**src/rtl/airi5c_ahb_slave_mux_pkg.sv**
```systemverilog
// Shared HASTI (AHB-lite) widths, encodings and the interconnect FSM state type.
package airi5c_ahb_slave_mux_pkg;

  localparam int HASTI_ADDR_WIDTH  = 32;
  localparam int HASTI_BUS_WIDTH   = 32;
  localparam int HASTI_TRANS_WIDTH = 2;
  localparam int HASTI_RESP_WIDTH  = 1;

  localparam logic [HASTI_TRANS_WIDTH-1:0] HASTI_TRANS_IDLE   = 2'b00;
  localparam logic [HASTI_TRANS_WIDTH-1:0] HASTI_TRANS_BUSY   = 2'b01;
  localparam logic [HASTI_TRANS_WIDTH-1:0] HASTI_TRANS_NONSEQ = 2'b10;
  localparam logic [HASTI_TRANS_WIDTH-1:0] HASTI_TRANS_SEQ    = 2'b11;

  localparam logic [HASTI_RESP_WIDTH-1:0] HASTI_RESP_OKAY  = 1'b0;
  localparam logic [HASTI_RESP_WIDTH-1:0] HASTI_RESP_ERROR = 1'b1;

  localparam int STATE_W = 2;
  typedef enum logic [STATE_W-1:0] {
    ST_FWD  = 2'd0,
    ST_ERR1 = 2'd1,
    ST_ERR2 = 2'd2
  } state_t;

  // Index width that stays legal for a single-slave configuration.
  function automatic int idx_width(input int n);
    return (n > 1) ? $clog2(n) : 1;
  endfunction

endpackage

```
**src/rtl/airi5c_ahb_slave_mux_addr_decoder.sv**
```systemverilog
// Address-window decoder: lowest matching slave index wins; one-hot select gated by en.
module airi5c_addr_decoder
  import airi5c_ahb_slave_mux_pkg::*;
#(
  parameter int                      S_COUNT      = 8,
  parameter logic [S_COUNT*32-1:0]   S_BASE_ADDR  = {32'hC0000700, 32'hC0000600, 32'hC0000500, 32'hC0000400,
                                                     32'hC0000300, 32'hC0000200, 32'hC0000100, 32'h80000000},
  parameter logic [S_COUNT*32-1:0]   S_ADDR_WIDTH = {32'd8, 32'd8, 32'd8, 32'd8,
                                                     32'd8, 32'd8, 32'd8, 32'd28},
  localparam int                     IDX_W        = idx_width(S_COUNT)
) (
  input  logic [HASTI_ADDR_WIDTH-1:0] addr,
  input  logic                        en,
  output logic                        hit,
  output logic [IDX_W-1:0]            idx,
  output logic [S_COUNT-1:0]          sel
);

  logic [S_COUNT-1:0] match;

  genvar gi;
  generate
    for (gi = 0; gi < S_COUNT; gi++) begin : g_match
      // A window width of 32 shifts everything out, so that slave matches all addresses.
      assign match[gi] = ((addr >> S_ADDR_WIDTH[gi*32 +: 32]) ==
                          (S_BASE_ADDR[gi*32 +: 32] >> S_ADDR_WIDTH[gi*32 +: 32]));
    end
  endgenerate

  always_comb begin
    hit = 1'b0;
    idx = '0;
    for (int i = S_COUNT - 1; i >= 0; i--) begin
      if (match[i]) begin
        hit = 1'b1;
        idx = IDX_W'(i);
      end
    end
    sel = '0;
    if (en && hit) sel[idx] = 1'b1;
  end

endmodule

```
**src/rtl/airi5c_ahb_slave_mux.sv**
```systemverilog
// HASTI interconnect: address decode, registered data-phase response mux,
// default ERROR slave for unmapped addresses and stalled-slave timeout abort.
module airi5c_ahb_slave_mux
  import airi5c_ahb_slave_mux_pkg::*;
#(
  parameter int                    S_COUNT        = 8,
  parameter logic [S_COUNT*32-1:0] S_BASE_ADDR    = {32'hC0000700, 32'hC0000600, 32'hC0000500, 32'hC0000400,
                                                     32'hC0000300, 32'hC0000200, 32'hC0000100, 32'h80000000},
  parameter logic [S_COUNT*32-1:0] S_ADDR_WIDTH   = {32'd8, 32'd8, 32'd8, 32'd8,
                                                     32'd8, 32'd8, 32'd8, 32'd28},
  parameter int                    TIMEOUT_CYCLES = 256,
  parameter logic [31:0]           DEFAULT_RDATA  = 32'hDEADBEEF
) (
  input  logic                                  clk_i,
  input  logic                                  rst_i,
  input  logic [HASTI_ADDR_WIDTH-1:0]           m_haddr,
  input  logic [HASTI_TRANS_WIDTH-1:0]          m_htrans,
  output logic                                  m_hready,
  output logic [HASTI_RESP_WIDTH-1:0]           m_hresp,
  output logic [HASTI_BUS_WIDTH-1:0]            m_hrdata,
  output logic [S_COUNT-1:0]                    s_hsel,
  input  logic [S_COUNT-1:0]                    s_hready,
  input  logic [S_COUNT*HASTI_RESP_WIDTH-1:0]   s_hresp,
  input  logic [S_COUNT*HASTI_BUS_WIDTH-1:0]    s_hrdata,
  output logic                                  timeout_o,
  output logic [HASTI_ADDR_WIDTH-1:0]           err_addr_o
);

  localparam int IDX_W  = idx_width(S_COUNT);
  localparam int CNT_W  = (TIMEOUT_CYCLES > 0) ? $clog2(TIMEOUT_CYCLES + 1) : 1;
  localparam int LAST   = (TIMEOUT_CYCLES > 0) ? TIMEOUT_CYCLES - 1 : 0;

  state_t                        state_reg, state_next;
  logic                          dp_valid_reg;
  logic [IDX_W-1:0]              dp_sel_reg;
  logic [HASTI_ADDR_WIDTH-1:0]   dp_addr_reg;
  logic [HASTI_ADDR_WIDTH-1:0]   err_addr_reg;
  logic [CNT_W-1:0]              cnt_reg;
  logic                          abort_reg;

  logic                          active, hit, miss, stall, timeout_hit;
  logic [IDX_W-1:0]              idx;
  logic                          unused_htrans;

  assign active        = m_htrans[1];
  assign unused_htrans = m_htrans[0];
  assign miss          = active & ~hit;

  airi5c_addr_decoder #(
    .S_COUNT      (S_COUNT),
    .S_BASE_ADDR  (S_BASE_ADDR),
    .S_ADDR_WIDTH (S_ADDR_WIDTH)
  ) u_decoder (
    .addr (m_haddr),
    .en   (active & ~rst_i),
    .hit  (hit),
    .idx  (idx),
    .sel  (s_hsel)
  );

  assign stall       = dp_valid_reg & ~s_hready[dp_sel_reg];
  assign timeout_hit = (TIMEOUT_CYCLES != 0) && (state_reg == ST_FWD) && stall &&
                       (cnt_reg == CNT_W'(LAST));

  always_comb begin
    m_hready   = 1'b1;
    m_hresp    = HASTI_RESP_OKAY;
    m_hrdata   = '0;
    state_next = ST_FWD;
    case (state_reg)
      ST_FWD: begin
        if (dp_valid_reg) begin
          m_hready = s_hready[dp_sel_reg];
          m_hresp  = s_hresp[dp_sel_reg*HASTI_RESP_WIDTH +: HASTI_RESP_WIDTH];
          m_hrdata = s_hrdata[dp_sel_reg*HASTI_BUS_WIDTH +: HASTI_BUS_WIDTH];
        end
        if ((m_hready && miss) || timeout_hit) state_next = ST_ERR1;
      end
      ST_ERR1: begin
        m_hready   = 1'b0;
        m_hresp    = HASTI_RESP_ERROR;
        m_hrdata   = DEFAULT_RDATA;
        state_next = ST_ERR2;
      end
      ST_ERR2: begin
        m_hresp  = HASTI_RESP_ERROR;
        m_hrdata = DEFAULT_RDATA;
        if (miss) state_next = ST_ERR1;
      end
      default: state_next = ST_FWD;
    endcase
  end

  always_ff @(posedge clk_i) begin
    if (rst_i) begin
      state_reg    <= ST_FWD;
      dp_valid_reg <= 1'b0;
      dp_sel_reg   <= '0;
      dp_addr_reg  <= '0;
      err_addr_reg <= '0;
      cnt_reg      <= '0;
      abort_reg    <= 1'b0;
    end else begin
      state_reg <= state_next;
      if (m_hready) begin
        dp_valid_reg <= active & hit;
        dp_sel_reg   <= idx;
        dp_addr_reg  <= m_haddr;
      end else if (timeout_hit) begin
        // The stalled slave is abandoned; its late HREADYOUT must not be forwarded.
        dp_valid_reg <= 1'b0;
      end
      if (m_hready && miss) err_addr_reg <= m_haddr;
      else if (timeout_hit) err_addr_reg <= dp_addr_reg;
      if (timeout_hit) abort_reg <= 1'b1;
      else if ((state_reg == ST_ERR2) || (m_hready && miss)) abort_reg <= 1'b0;
      if (m_hready || (state_reg != ST_FWD) || timeout_hit) cnt_reg <= '0;
      else if ((TIMEOUT_CYCLES != 0) && stall && (cnt_reg != CNT_W'(TIMEOUT_CYCLES)))
        cnt_reg <= cnt_reg + 1'b1;
    end
  end

  assign timeout_o  = (state_reg == ST_ERR2) && abort_reg;
  assign err_addr_o = err_addr_reg;

endmodule

```
**config.mk**
```make
export PLATFORM = sky130hd
export DESIGN_NAME = airi5c_ahb_slave_mux
export DESIGN_NICKNAME = d
export VERILOG_FILES = /design/src/rtl/airi5c_ahb_slave_mux_pkg.sv /design/src/rtl/airi5c_ahb_slave_mux_addr_decoder.sv /design/src/rtl/airi5c_ahb_slave_mux.sv
export SDC_FILE = /design/constraint.sdc
export NUM_CORES = 1
export LEC_CHECK = 0
export ABC_AREA = 0
export BUFFER_PORTS_ARGS = -buffer_cell sky130_fd_sc_hd__clkbuf_2
export CELL_PAD_IN_SITES_DETAIL_PLACEMENT = 1
export CELL_PAD_IN_SITES_GLOBAL_PLACEMENT = 2
export CORE_ASPECT_RATIO = 0.8
export CORE_UTILIZATION = 23
export CTS_CLUSTER_DIAMETER = 120
export DETAILED_ROUTE_END_ITERATION = 10
export HOLD_SLACK_MARGIN = 0.12
export PLACE_DENSITY_LB_ADDON = 0.1
export SKIP_CTS_REPAIR_TIMING = 1
export SLEW_MARGIN = 10
export SYNTH_ARGS = -nofsm -noshare
export SYNTH_HDL_FRONTEND = slang
export SYNTH_SLANG_ARGS = --single-unit
```
**constraint.sdc**
```tcl
create_clock -name clk_i -period 2.55 [get_ports clk_i]
set_clock_uncertainty 0.05 [all_clocks]
set_input_delay 0.255 -clock clk_i [delete_from_list [all_inputs] [get_ports clk_i]]
set_output_delay 0.255 -clock clk_i [all_outputs]
set_load 0.03 [all_outputs]
```
==> summary.md, run 1 <==
| Metric | Value |
|---|---|
| Io pins | 383 |
| Top Layer Used | met4 |
| Die H | 145 µm |
| First-pass GRT wire length | 40800 µm |
| Clk sinks | 80 |
| Mapped Avg Cell Area | 9.23 µm² |
| Endpoints failing setup | 1 |
| RSZ-0062 raised after global routing | true |
| Sequential fraction of the synthesis area | 27.3% |
| PwrDens | 415 nW/µm² |
| Multiplexer share of the synthesized area | 32.4% |
| Worst Hold Depth | 3 |
| DR pass1 iterations | 6 |
| Via density | 4.91 |
| Die X | 181 µm |
| Die Area | 26200 µm² |
| Max-cap violations | 0 |
| Total gr overflow | 0 |
| Adder-cell area share of the yosys netlist | 1.49% |
| Commonest non-fill, non-tap cell in the layout | clkbuf_2 |
| Total global-route track usage | 20.4% |
| Power Total | 3.70 mW |
| # fillers | 2967 |
| Synth Flop Type | dfxtp_1 |
| Yosys Warn Count | 0 |
| I/O Buffers | 381 |
| Clock Tree Root | clkbuf_16 |
| Synth Instances | 636 |
| Total vias in the final route | 6603 |
| Post-synthesis simple-gate area fraction | 19.2% |
| Post-synthesis xor/xnor area fraction | 1.04% |
| Netlist cell types | 49 |
| Largest net degree at the start of global routing | 42 |
| Slew Viols, Final | 0 |
| Antenna Nets Post-Route | 0 |
| Max_slew headroom | 67.9% |
| Min Tclk post-route | 2570 ps |
| M1 wire length | 12700 µm |
| Syn nets | 951 |
| Met2 routed WL | 14400 µm |
| Seq. cell area | 1610 µm² |
| Failing checks | negative setup slack |
| Synth Register Bits | 80 |
| Num rows | 51 |
| CP Max Fanout | 5 |
| Worst vdd ir | 0.000299 V |
| Routed wire length | 28600 µm |
| Worst R2R Path Depth | 9 |
| Leak | 3.90 nW |
| Setup Crit Path Kind | reg2out |
| Clk slew on worst S/H paths | 60 ps |
| CP required | 2250 ps |
| Compound-Gate Fraction of Synth Area | 13.4% |
| DRC | 0 |
| Initial Utilization | 23.8% |
| Gpl congestion | 0.760 |
| Initial antenna violation count | 2 |
| CTS tree | built |
| Worst setup SP type | flop |
| Core area | 24700 µm² |
| Layout Nets | 1333 |
| Worst Path Arrival | 2270 ps |
| Hold Path Class | in2reg |
| Hold Fails Final Rpt | 0 |
| Fin crit share | 101% |
| CP endpoint kind | output pin |
| Avg WL per Cell | 21.3 µm |
| Main combinational cell family by area after synthesis | multiplexers |
| Syn Std Cell Area | 5870 µm² |
| Post-route setup slack | -23.0 ps |
| Most frequent cells in the layout | 358 x clkbuf_2, 120 x nand2_1, 77 x dfxtp_1 |
| Post-synth ARST share | 0% |
| Longest Clk Path Bufs | 2 |
| Met3 WL | 1300 µm |
| Vias in the first global route | 6691 |
| CTS Buf Count | 9 |
| Skew-Pair Late Insertion Delay | 340 ps |
| Post-synth EDFFs | 0 |
| Dpl hpwl | 22200 µm |
| Layout cell share with drive strength beyond 1 | 54.8% |
| Worst-margin pin slew | 482 ps |
| Area of the multi-input gates | 4020 µm² |
| Achievable Freq | 389 MHz |
| Initial DRC Count | 296 |
| Area growth syn-to-layout | 51.9% |
| H-tree depth | 3 |
| Status | finished, violations left |
| Layout Utilization | 36.1% |
layer usage:
| layer | track usage [%] | up-vias |
|---|---|---|
| li1 | - | 3158 |
| met1 | 26.7 | 3246 |
| met2 | 34.6 | 185 |
| met3 | 4.35 | 14 |
| met4 | 4.23 | 0 |
| met5 | 0 | - |
worst paths after layout:
path / slack (ps) / start / to
max: -20 / dp_sel_reg[0]$_SDFFE_PP0N_ / m_hready
min: 110 / m_haddr[4] / dp_addr_reg[4]$_SDFFE_PP0N_
max reg2reg: 50 / dp_sel_reg[0]$_SDFFE_PP0N_ / err_addr_o[23]$_SDFFE_PP0P_
min reg2reg: 410 / dp_addr_reg[11]$_SDFFE_PP0N_ / dp_addr_reg[11]$_SDFFE_PP0N_
Yosys cell counts (all sizes together) (6+ instances only):
cell type / number / area [µm²]
a32oi: 6 / 52.6
nor3: 27 / 140
o211ai: 8 / 60.1
inv: 9 / 33.8
a21oi: 70 / 350
xor2: 6 / 52.6
ha: 7 / 87.6
mux4: 67 / 1510
mux2i: 11 / 110
dfxtp: 80 / 1600
nand2: 120 / 450
nor4: 6 / 43.8
a311oi: 23 / 201
nand3: 6 / 30.0
clkbuf: 36 / 135
nand4: 7 / 43.8
mux2: 25 / 282
buf: 28 / 133
nor2: 51 / 191
critical path: stages (launching register included):
cell and delay [ps]:
dfxtp_4 390, buf_4 120, mux4_2 520, and2_4 210, o31ai_4 330, bufinv_16 230, buf_6 130
report_power, final:
group / switching, mW / internal [mW]
logic: 0.522 / 0.424
registers: 0.0415 / 1.32
clock network: 0.535 / 0.855
final cells by class:
type	count	area share (%)
multi-input cells	483	45.1
repair buffers	433	28.0
clock inverters	6	0.940
inverters	9	0.673
clock buffers	10	2.57
diodes	3	0.0842
repair inverters	2	0.196
flip-flops and latches	80	18.0
well taps	318	4.46
cell families after synthesis:
group,count (synthesis)
and+or+nand+nor,248
AOI/OAI and AO/OA,118
muxes,103
DFF,80
buffers and inverters,73
xor gates and xnor gates,7
adders and majority gates,7
through the flow:
step	setup TNS [ps]	std cells	hold slack [ps]	setup WS [ps]	area, µm²
floorplan	0	636	341	130	5870
global placement	0	1303	393	168	8240
detailed placement	0	1303	398	94.1	8240
CTS	-1980	1319	98.6	-133	8560
global route	-1680	1343	127	-93.1	8910
finish	-23.0	1344	110	-23.0	8920
Note: power is estimated with default switching activity, not from simulation.
==> run 2: changes to the inputs <==
CORE_ASPECT_RATIO = unset   (was 0.8)
CORE_MARGIN = 10   (was unset)
==> summary.md, run 2 (same netlist as run 1, synthesis figures left out) <==
| Metric | Value |
|---|---|
| Hold Fails Final Rpt | 0 (unchanged) |
| Leak | 3.91 nW (+0.50%) |
| Sw Pwr | 1.15 mW (+4.7%) |
| Min Tclk post-route | 2580 ps (+6.82 ps) |
| Routed wire length | 33600 µm (+18%) |
| Io pins | 383 (unchanged) |
| Gpl congestion | 0.887 (+17%) |
| Worst vdd ir | 0.000266 V (-11%) |
| Max-cap violations | 0 (unchanged) |
| Clk slew on worst S/H paths | 70 ps (about the same) |
| Avg WL per Cell | 24.8 µm (+16%) |
| RSZ-0062 raised after global routing | true |
| Setup Crit Path Kind | reg2out |
| Combinational share of power | 24.3% (-1.3 points) |
| Most frequent cells in the layout | 355 x clkbuf_2, 120 x nand2_1, 77 x dfxtp_1 |
| Internal | 2.82 mW (+8.3%) |
| Commonest non-fill, non-tap cell in the layout | clkbuf_2 |
| CTS tree | built |
| Status | finished, violations left |
| CP Max Fanout | 9 (+4) |
| Total global-route track usage | 19.5% (-0.88 points) |
| Seq. cell area | 1610 µm² (unchanged) |
| Skew-Pair Late Insertion Delay | 340 ps (about the same) |
| I/O Buffers | 381 (unchanged) |
| PwrDens | 440 nW/µm² (+6.1%) |
| Core area | 25200 µm² (+2.0%) |
| Max_slew headroom | 55.9% (-12 points) |
| Hold Path Class | in2reg |
| Area growth syn-to-layout | 53.5% |
| CP required | 2250 ps (about the same) |
| Die X | 180 µm (-0.47%) |
| Antenna Nets Post-Route | 0 (unchanged) |
| DRC | 0 (unchanged) |
| Dpl hpwl | 27000 µm (+21%) |
| Power Total | 3.97 mW (+7.2%) |
| Endpoints failing setup | 8 (+7) |
| Clk sinks | 80 (unchanged) |
| DR pass1 iterations | 4 (-2) |
| Initial DRC Count | 299 (+1.0%) |
| Layout Nets | 1331 (-0.15%) |
| Die Area | 32300 µm² (+23%) |
| Area of the multi-input gates | 4050 µm² (+0.84%) |
| First-pass GRT wire length | 48900 µm (+20%) |
| CP endpoint kind | output pin |
| Hold_ws | 97.3 ps (-12.8 ps) |
| Initial antenna violation count | 7 (+5) |
| CTS Buf Count | 9 (unchanged) |
| Failing checks | negative setup slack |
| Fin crit share | 101% (+0.27 points) |
| DP Worst Slack | 116 ps (+22.4 ps) |
| Post-route setup slack | -29.8 ps (-6.82 ps) |
| Clock Power Share | 41.4% (+3.8 points) |
| Achievable Freq | 388 MHz (-0.26%) |
| Clock Tree Root | clkbuf_16 |
| Total vias in the final route | 6759 (+2.4%) |
| Num rows | 58 (+14%) |
| Worst Path Arrival | 2270 ps (about the same) |
| Largest net degree at the start of global routing | 41 (-2.4%) |
| Layout cell share with drive strength beyond 1 | 54.9% (+0.11 points) |
| Die H | 180 µm (+24%) |
| H-tree depth | 3 (unchanged) |
| Setup TNS | -88.2 ps (-65.2 ps) |
| Total gr overflow | 0 (unchanged) |
| Sw Share | 29.0% (-0.71 points) |
| Via density | 4.98 (+1.4%) |
| Initial Utilization | 23.3% (-0.46 points) |
| Longest Clk Path Bufs | 2 (unchanged) |
| # fillers | 3015 (+1.6%) |
| Layout Utilization | 35.8% (-0.33 points) |
| Worst setup SP type | flop |
| Worst-margin pin slew | 653 ps (+171 ps) |
| Vias in the first global route | 7170 (+7.2%) |
| Seq pwr share | 34.3% (-2.6 points) |
| Slew Viols, Final | 0 (unchanged) |
[run 2: metal layers]
layer	up-vias	part of all wire [%]	GRT usage [%]
met5	-	0.039	0
met4	2	1.8	5.79
met3	26	6.5	4.74
met2	233	52	34.4
met1	3349	40	22.9
li1	3149	-	-
[run 2: area by class of cell]
class | instances | area share (%)
Antenna cell | 6 | 0.167
Clock buffer | 10 | 2.54
Clock inverter | 6 | 1.56
Inverter | 9 | 0.430
Multi-Input combinational cell | 483 | 45.0
Sequential cell | 80 | 17.8
Tap cell | 330 | 4.58
Timing Repair Buffer | 433 | 27.9
[run 2: worst max-delay path, cell delays in order (launching register included)]
cell     delay (ps)
dfxtp_4         380
buf_12          170
buf_6           170
mux4_2          530
mux2_2          290
a21oi_2         150
nor2_1           50
buf_2           180
[run 2: worst paths after layout]
| check | depth (start not counted) | endpoint | from | slack [ps] |
|---|---|---|---|---|
| worst max-delay path | 7 | m_hrdata[13] | dp_sel_reg[0]$_SDFFE_PP0N_ | -30 |
| worst min-delay path | 3 | dp_addr_reg[7]$_SDFFE_PP0N_ | m_haddr[7] | 100 |
| worst max register to register | 6 | err_addr_o[7]$_SDFFE_PP0P_ | dp_sel_reg[0]$_SDFFE_PP0N_ | 180 |
| worst min register to register | 2 | dp_addr_reg[13]$_SDFFE_PP0N_ | dp_addr_reg[13]$_SDFFE_PP0N_ | 410 |
[run 2: power by group through the flow]
stage / Sequential, mW / Combinational, mW / Clock, mW
after floorplan: 1.46 / 0.406 / 0
after global placement: 1.39 / 0.939 / 0
after detailed placement: 1.39 / 0.948 / 0
after CTS: 1.36 / 0.953 / 1.69
after global routing: 1.37 / 1.05 / 1.74
final: 1.36 / 0.963 / 1.64
[run 2: stage by stage]
| stage | cell area [µm²] | cells |
|---|---|---|
| 2_1_floorplan | 5870 | 636 |
| 3_3_place_gp | 8300 | 1319 |
| 3_5_place_dp | 8300 | 1319 |
| 4_1_cts | 8670 | 1335 |
| 6_report | 9010 | 1357 |
| 5_1_grt | 9010 | 1356 |
